===== src/rtl/dm_arb_pkg.sv =====
// Shared widths, request record and round-robin helper for the data-memory write arbiter.
// Pure declarations; no clocked logic and no backpressure of its own.
package dm_arb_pkg;

  localparam int N_CORES_DEF = 4;
  localparam int ADDR_W_DEF  = 12;
  localparam int DATA_W_DEF  = 12;

  typedef struct packed {
    logic                  valid;
    logic [ADDR_W_DEF-1:0] addr;
    logic [DATA_W_DEF-1:0] data;
  } wr_req_t;

  function automatic int unsigned next_rr(input int unsigned ptr, input int unsigned n);
    return (ptr + 1 >= n) ? 0 : ptr + 1;
  endfunction

endpackage


===== src/rtl/rr_arbiter.sv =====
// Round-robin picker: first set request at or after ptr, ascending with wrap.
// Latency: combinational. Backpressure: none; callers hold req until granted.
module rr_arbiter
  import dm_arb_pkg::*;
#(
  parameter int N  = N_CORES_DEF,
  parameter int PW = (N > 1) ? $clog2(N) : 1
) (
  input  logic [N-1:0]  req,
  input  logic [PW-1:0] ptr,
  output logic [N-1:0]  grant,
  output logic [PW-1:0] winner
);

  always_comb begin
    grant  = '0;
    winner = '0;
    for (int k = 0; k < N; k++) begin
      if (grant == '0 && req[(int'(ptr) + k) % N]) begin
        grant[(int'(ptr) + k) % N] = 1'b1;
        winner                     = PW'((int'(ptr) + k) % N);
      end
    end
  end

endmodule


===== src/rtl/dm_write_arbiter.sv =====
// Buffers one write per core and issues one per clock to the data memory, round-robin.
// Latency: 2 cycles request-to-mem_we. Backpressure: stall[i] = buffer i occupied.
// Optional DM_ARB_STATS_EN adds per-core stall counters and a grant counter.
module dm_write_arbiter
  import dm_arb_pkg::*;
#(
  parameter int N_CORES = N_CORES_DEF,
  parameter int ADDR_W  = ADDR_W_DEF,
  parameter int DATA_W  = DATA_W_DEF
) (
  input  logic                      clk,
  input  logic                      rst,
  input  logic [N_CORES-1:0]        wr_en,
  input  logic [N_CORES*ADDR_W-1:0] wr_addr,
  input  logic [N_CORES*DATA_W-1:0] wr_data,
  output logic [N_CORES-1:0]        stall,
  output logic                      mem_we,
  output logic [ADDR_W-1:0]         mem_addr,
  output logic [DATA_W-1:0]         mem_data,
`ifdef DM_ARB_STATS_EN
  output logic [N_CORES*16-1:0]     stall_cnt,
  output logic [15:0]               grant_cnt,
`endif
  output logic                      busy
);

  localparam int PW = (N_CORES > 1) ? $clog2(N_CORES) : 1;

  logic [N_CORES-1:0] pend_valid;
  logic [ADDR_W-1:0]  pend_addr [N_CORES];
  logic [DATA_W-1:0]  pend_data [N_CORES];
  logic [PW-1:0]      rr_ptr;
  logic [N_CORES-1:0] grant;
  logic [PW-1:0]      winner;
  logic               any_grant;

  rr_arbiter #(.N(N_CORES), .PW(PW)) u_rr (
    .req    (pend_valid),
    .ptr    (rr_ptr),
    .grant  (grant),
    .winner (winner)
  );

  assign any_grant = |grant;

  always_ff @(posedge clk) begin
    if (rst) begin
      pend_valid <= '0;
      rr_ptr     <= '0;
      mem_we     <= 1'b0;
      mem_addr   <= '0;
      mem_data   <= '0;
    end else begin
      mem_we <= any_grant;
      if (any_grant) begin
        mem_addr <= pend_addr[winner];
        mem_data <= pend_data[winner];
        rr_ptr   <= PW'(next_rr(32'(winner), N_CORES));
      end
      // A held request refills its buffer on the very edge that drains it.
      for (int i = 0; i < N_CORES; i++) begin
        if (wr_en[i] && (!pend_valid[i] || grant[i])) begin
          pend_valid[i] <= 1'b1;
          pend_addr[i]  <= wr_addr[i*ADDR_W +: ADDR_W];
          pend_data[i]  <= wr_data[i*DATA_W +: DATA_W];
        end else if (grant[i]) begin
          pend_valid[i] <= 1'b0;
        end
      end
    end
  end

  assign stall = pend_valid;
  assign busy  = (|pend_valid) | mem_we;

`ifdef DM_ARB_STATS_EN
  logic [15:0] stall_cnt_q [N_CORES];

  always_ff @(posedge clk) begin
    if (rst) begin
      grant_cnt <= '0;
      for (int i = 0; i < N_CORES; i++) stall_cnt_q[i] <= '0;
    end else begin
      if (any_grant) grant_cnt <= grant_cnt + 16'd1;
      for (int i = 0; i < N_CORES; i++) begin
        if (wr_en[i] && pend_valid[i] && stall_cnt_q[i] != 16'hFFFF)
          stall_cnt_q[i] <= stall_cnt_q[i] + 16'd1;
      end
    end
  end

  for (genvar g = 0; g < N_CORES; g++) begin : g_cnt
    assign stall_cnt[g*16 +: 16] = stall_cnt_q[g];
  end
`endif

endmodule


===== config.mk =====
export PLATFORM = sky130hd
export DESIGN_NAME = dm_write_arbiter
export DESIGN_NICKNAME = d
export VERILOG_FILES = /design/src/rtl/dm_arb_pkg.sv /design/src/rtl/rr_arbiter.sv /design/src/rtl/dm_write_arbiter.sv
export SDC_FILE = /design/constraint.sdc
export NUM_CORES = 1
export LEC_CHECK = 0
export BUFFER_PORTS_ARGS = -buffer_cell sky130_fd_sc_hd__buf_2
export CAP_MARGIN = 10
export CORE_AREA = 5 5 122 124
export CTS_CLUSTER_DIAMETER = 50
export DETAILED_ROUTE_END_ITERATION = 8
export DIE_AREA = 0 0 127 129
export PLACE_DENSITY_LB_ADDON = 0.3
export SYNTH_ARGS = -nofsm -noshare
export SYNTH_HDL_FRONTEND = slang
export SYNTH_SLANG_ARGS = --single-unit

===== constraint.sdc =====
create_clock -name clk -period 5.7 [get_ports clk]
set_input_delay 0.57 -clock clk [delete_from_list [all_inputs] [get_ports clk]]
set_output_delay 0.57 -clock clk [all_outputs]
set_load 0.01 [all_outputs]

==> metrics.md <==
| Metric | Value |
|---|---|
| Status | finished, final reports clean |
| Clk sink count | 127 |
| Data arrival time of the worst path | about 5100 ps |
| Syn-to-layout area delta | 20.1% |
| Post-route minimum period | 4820 ps |
| Starting DRC count in detailed routing | around 600 |
| Clock Path Buffers | 2 |
| Synthesized flop and latch total | 127 |
| Core Region | approximately 14000 sq um |
| Layout cells sized above 1 | 33.6% |
| Synth warnings | 0 |
| Final setup viols | 0 |
| Critical R2R Launch | rr_ptr[0]$_SDFFE_PP0P_ |
| Pre-CTS setup slack | 958 ps |
| CP max FO | between 60 and 70 |
| Worst-case reg-to-reg path depth | 9 |
| Root buffer cell | clkbuf_16 |
| Post-synthesis cell type count | roughly 50 |
| Average size of a mapped cell | approximately 13 sq um |
| Delay-heaviest family, CP | compound AO/OA/AOI/OAI gates |
| Crit end category | flop |
| Clock Skew | about 5.1 ps |
| Max VDD drop | between 0.3 and 0.4 mV |
| Final WL | 18800 um |
| Largest net degree at the start of global routing | 63 |
| # diodes | 0 |
| Asr flop ratio synth | 0% |
| CP Cell Sequence | clkinv_1, ha_1, or4_1, a22oi_2, o211ai_1, o2bb2ai_4, o221ai_1, a22o_1, o221ai_2 |
| Most frequent cells in the layout | buf_2, o221ai_1, edfxtp_1 |
| Worst Path Required | around 6000 ps |
| Fin nets | between 700 and 800 |
| Global-route wire length before repair | just under 30000 um |
| CTS hold repair buffers | 0 |
| Non-Filler Instances | 814 |
| Die Y | between 100 and 150 um |
| Multi-input gate area | 2950 sq um |
| Buffers on Ports | between 100 and 150 |
| Residual DRC | 0 |
| Most common cell after layout, fill and taps aside | buf_2 |
| H-tree depth | 4 |
| IO Pins | approximately 130 |
| Chip width | between 100 and 150 um |
| Cts bufs inserted | 17 |
| Placed cell count | between 700 and 800 |
| Post-synth EDFFs | 96 |
| Worst slew pin tran | 1280 ps |
| Final Util | around 60% |
| Reg2reg end | mem_addr[6]$_SDFFE_PP0P_ |
| Initial Util | between 40% and 50% |
| PostCTS Resize Cnt | 0 |
| Antenna violations before repair | 0 |
| Hold path depth | 1 |
| Max_cap viols | 0 |
| Clk slew on worst S/H paths | roughly 60 ps |
| Hold Path End | pend_addr[2][5]$_DFFE_PP_ |
| PD cells | 612 nW/um^2 |
| Slew margin rel. | 14.3% |
| R2R Setup Slk | slightly below 900 ps |
| Vias | 5425 |
| Hold Fails Final Rpt | 0 |
| Crit-path max cell delay | ~1100 ps |
| WP buf/inv | 1 |
| RSZ-0062 raised after global routing | no |
| DP HPWL | roughly 12000 um |
| Worst skew pair latency | just over 400 ps |
| Num rows | 43 |
| Total power | roughly 4.9 mW |
| Cell at the slowest stage of the critical path | o2bb2ai_4 |
| Final GP Congestion | 0.852 |
| Vias in the first global route | approximately 5400 |
| Sum Neg Setup Slack | 0 ps |
| Layout Cell Area excl Fill | about 8000 sq um |
| Crit start category | flop |
| CP Class | flop to flop |
| Post-DP Area | roughly 7400 sq um |
| Sequential share of the synthesized area | a little over half |
| Worst hold start | wr_addr[29] |
| Synth Flop Type | edfxtp_1 |
| Fin Hold WS | approximately 330 ps |
| Drt first pass iters | 7 |
| GRT Util Overall | a little under a quarter |
| Antenna Nets Post-Route | 0 |
| FILL cells | ~1100 |
| Final WS setup | 880 ps |
| F_max | approximately 210 MHz |
| Post-Syn Area | between 6000 and 7000 sq um |
| Total gr overflow | 0 |
| Final Max Tran Viols | 0 |
| Cells after synthesis | 512 |
| Period Utilization, post-route | 84.6% |
| CTS tree | yes |
| Leak Pwr | roughly 2.9 nW |
| Via density | 6.66 |
| Syn Nets | 622 |
| WL/cell | 23.0 um |
| Hold Path Class | input port to flop |
| Sequential Area | roughly 3500 sq um |
| Post-CTS Setup Inserts | 0 |
| DIE AREA | 16400 sq um |
metal layers:
| metal | global-route usage (%) | routed length (um) | vias up |
|---|---|---|---|
| met5 | 0 | 0 | - |
| met4 | 8.83 | 381 | 0 |
| met3 | 5.35 | 1390 | 31 |
| met2 | 37.0 | 9240 | 297 |
| met1 | 29.3 | 7740 | 2687 |
| li1 | - | - | 2410 |
worst max-delay path by stage:
| stage | depth (start not counted) | startpoint | to |
|---|---|---|---|
| after floorplan | 13 | rr_ptr[0]$_SDFFE_PP0P_ | pend_addr[1][0]$_DFFE_PP_ |
| after global placement | 9 | rr_ptr[0]$_SDFFE_PP0P_ | mem_data[5]$_SDFFE_PP0P_ |
| after detailed placement | 9 | rr_ptr[0]$_SDFFE_PP0P_ | mem_addr[6]$_SDFFE_PP0P_ |
| after CTS | 9 | rr_ptr[0]$_SDFFE_PP0P_ | mem_data[3]$_SDFFE_PP0P_ |
| after global routing | 9 | rr_ptr[0]$_SDFFE_PP0P_ | mem_data[3]$_SDFFE_PP0P_ |
| final | 9 | rr_ptr[0]$_SDFFE_PP0P_ | mem_addr[6]$_SDFFE_PP0P_ |
cells by family (layout without fill, tap and decap cells):
group,count (synthesis),in the layout,synth area share (%)
AOI/OAI and AO/OA,194,194,27.4
DFF,127,127,52.6
and+or+nand+nor,72,72,4.98
muxes,57,57,9.56
buffers and inverters,54,176,3.93
adders and majority gates,8,8,1.50
worst register-to-register path, stage by stage, from the launching register on:
cell and delay, ps:
dfxtp_4 900, clkinv_1 440, ha_1 360, or4_1 580, a22oi_2 230, o211ai_1 290, o2bb2ai_4 1070, o221ai_1 360
a22o_1 330, o221ai_2 160
area by class of cell:
class,count,area share [%]
Clock buffer,27,6.43
Tap cell,180,2.82
Multi-Input combinational cell,331,36.9
Timing Repair Buffer,139,9.10
Sequential cell,127,43.8
Inverter,5,0.235
Clock inverter,5,0.641
state kept, by name, indices dropped and copies added, names as in the netlist:
name	cells
mem_we	1
mem_addr	12
pend_data	48
mem_data	12
stall	4
pend_addr	48
rr_ptr	2
where the power goes:
| group | internal (mW) | switching (mW) | total [mW] |
|---|---|---|---|
| Combinational | 1.02 | 1.52 | 2.54 |
| Sequential | 1.15 | 0.174 | 1.33 |
| Clock | 0.659 | 0.372 | 1.03 |
cell usage after synthesis, drive strengths merged, types with 5 or more instances:
cell type	number	area [sq um]
o221ai	118	1160
nand3	5	25.0
inv	5	18.8
a22o	46	403
dfxtp	31	621
nor2	12	45.0
clkbuf	31	116
mux2i	49	494
edfxtp	96	2880
buf	18	126
ha	8	100
nand2	41	164
Note: power is estimated with default switching activity, not from simulation.
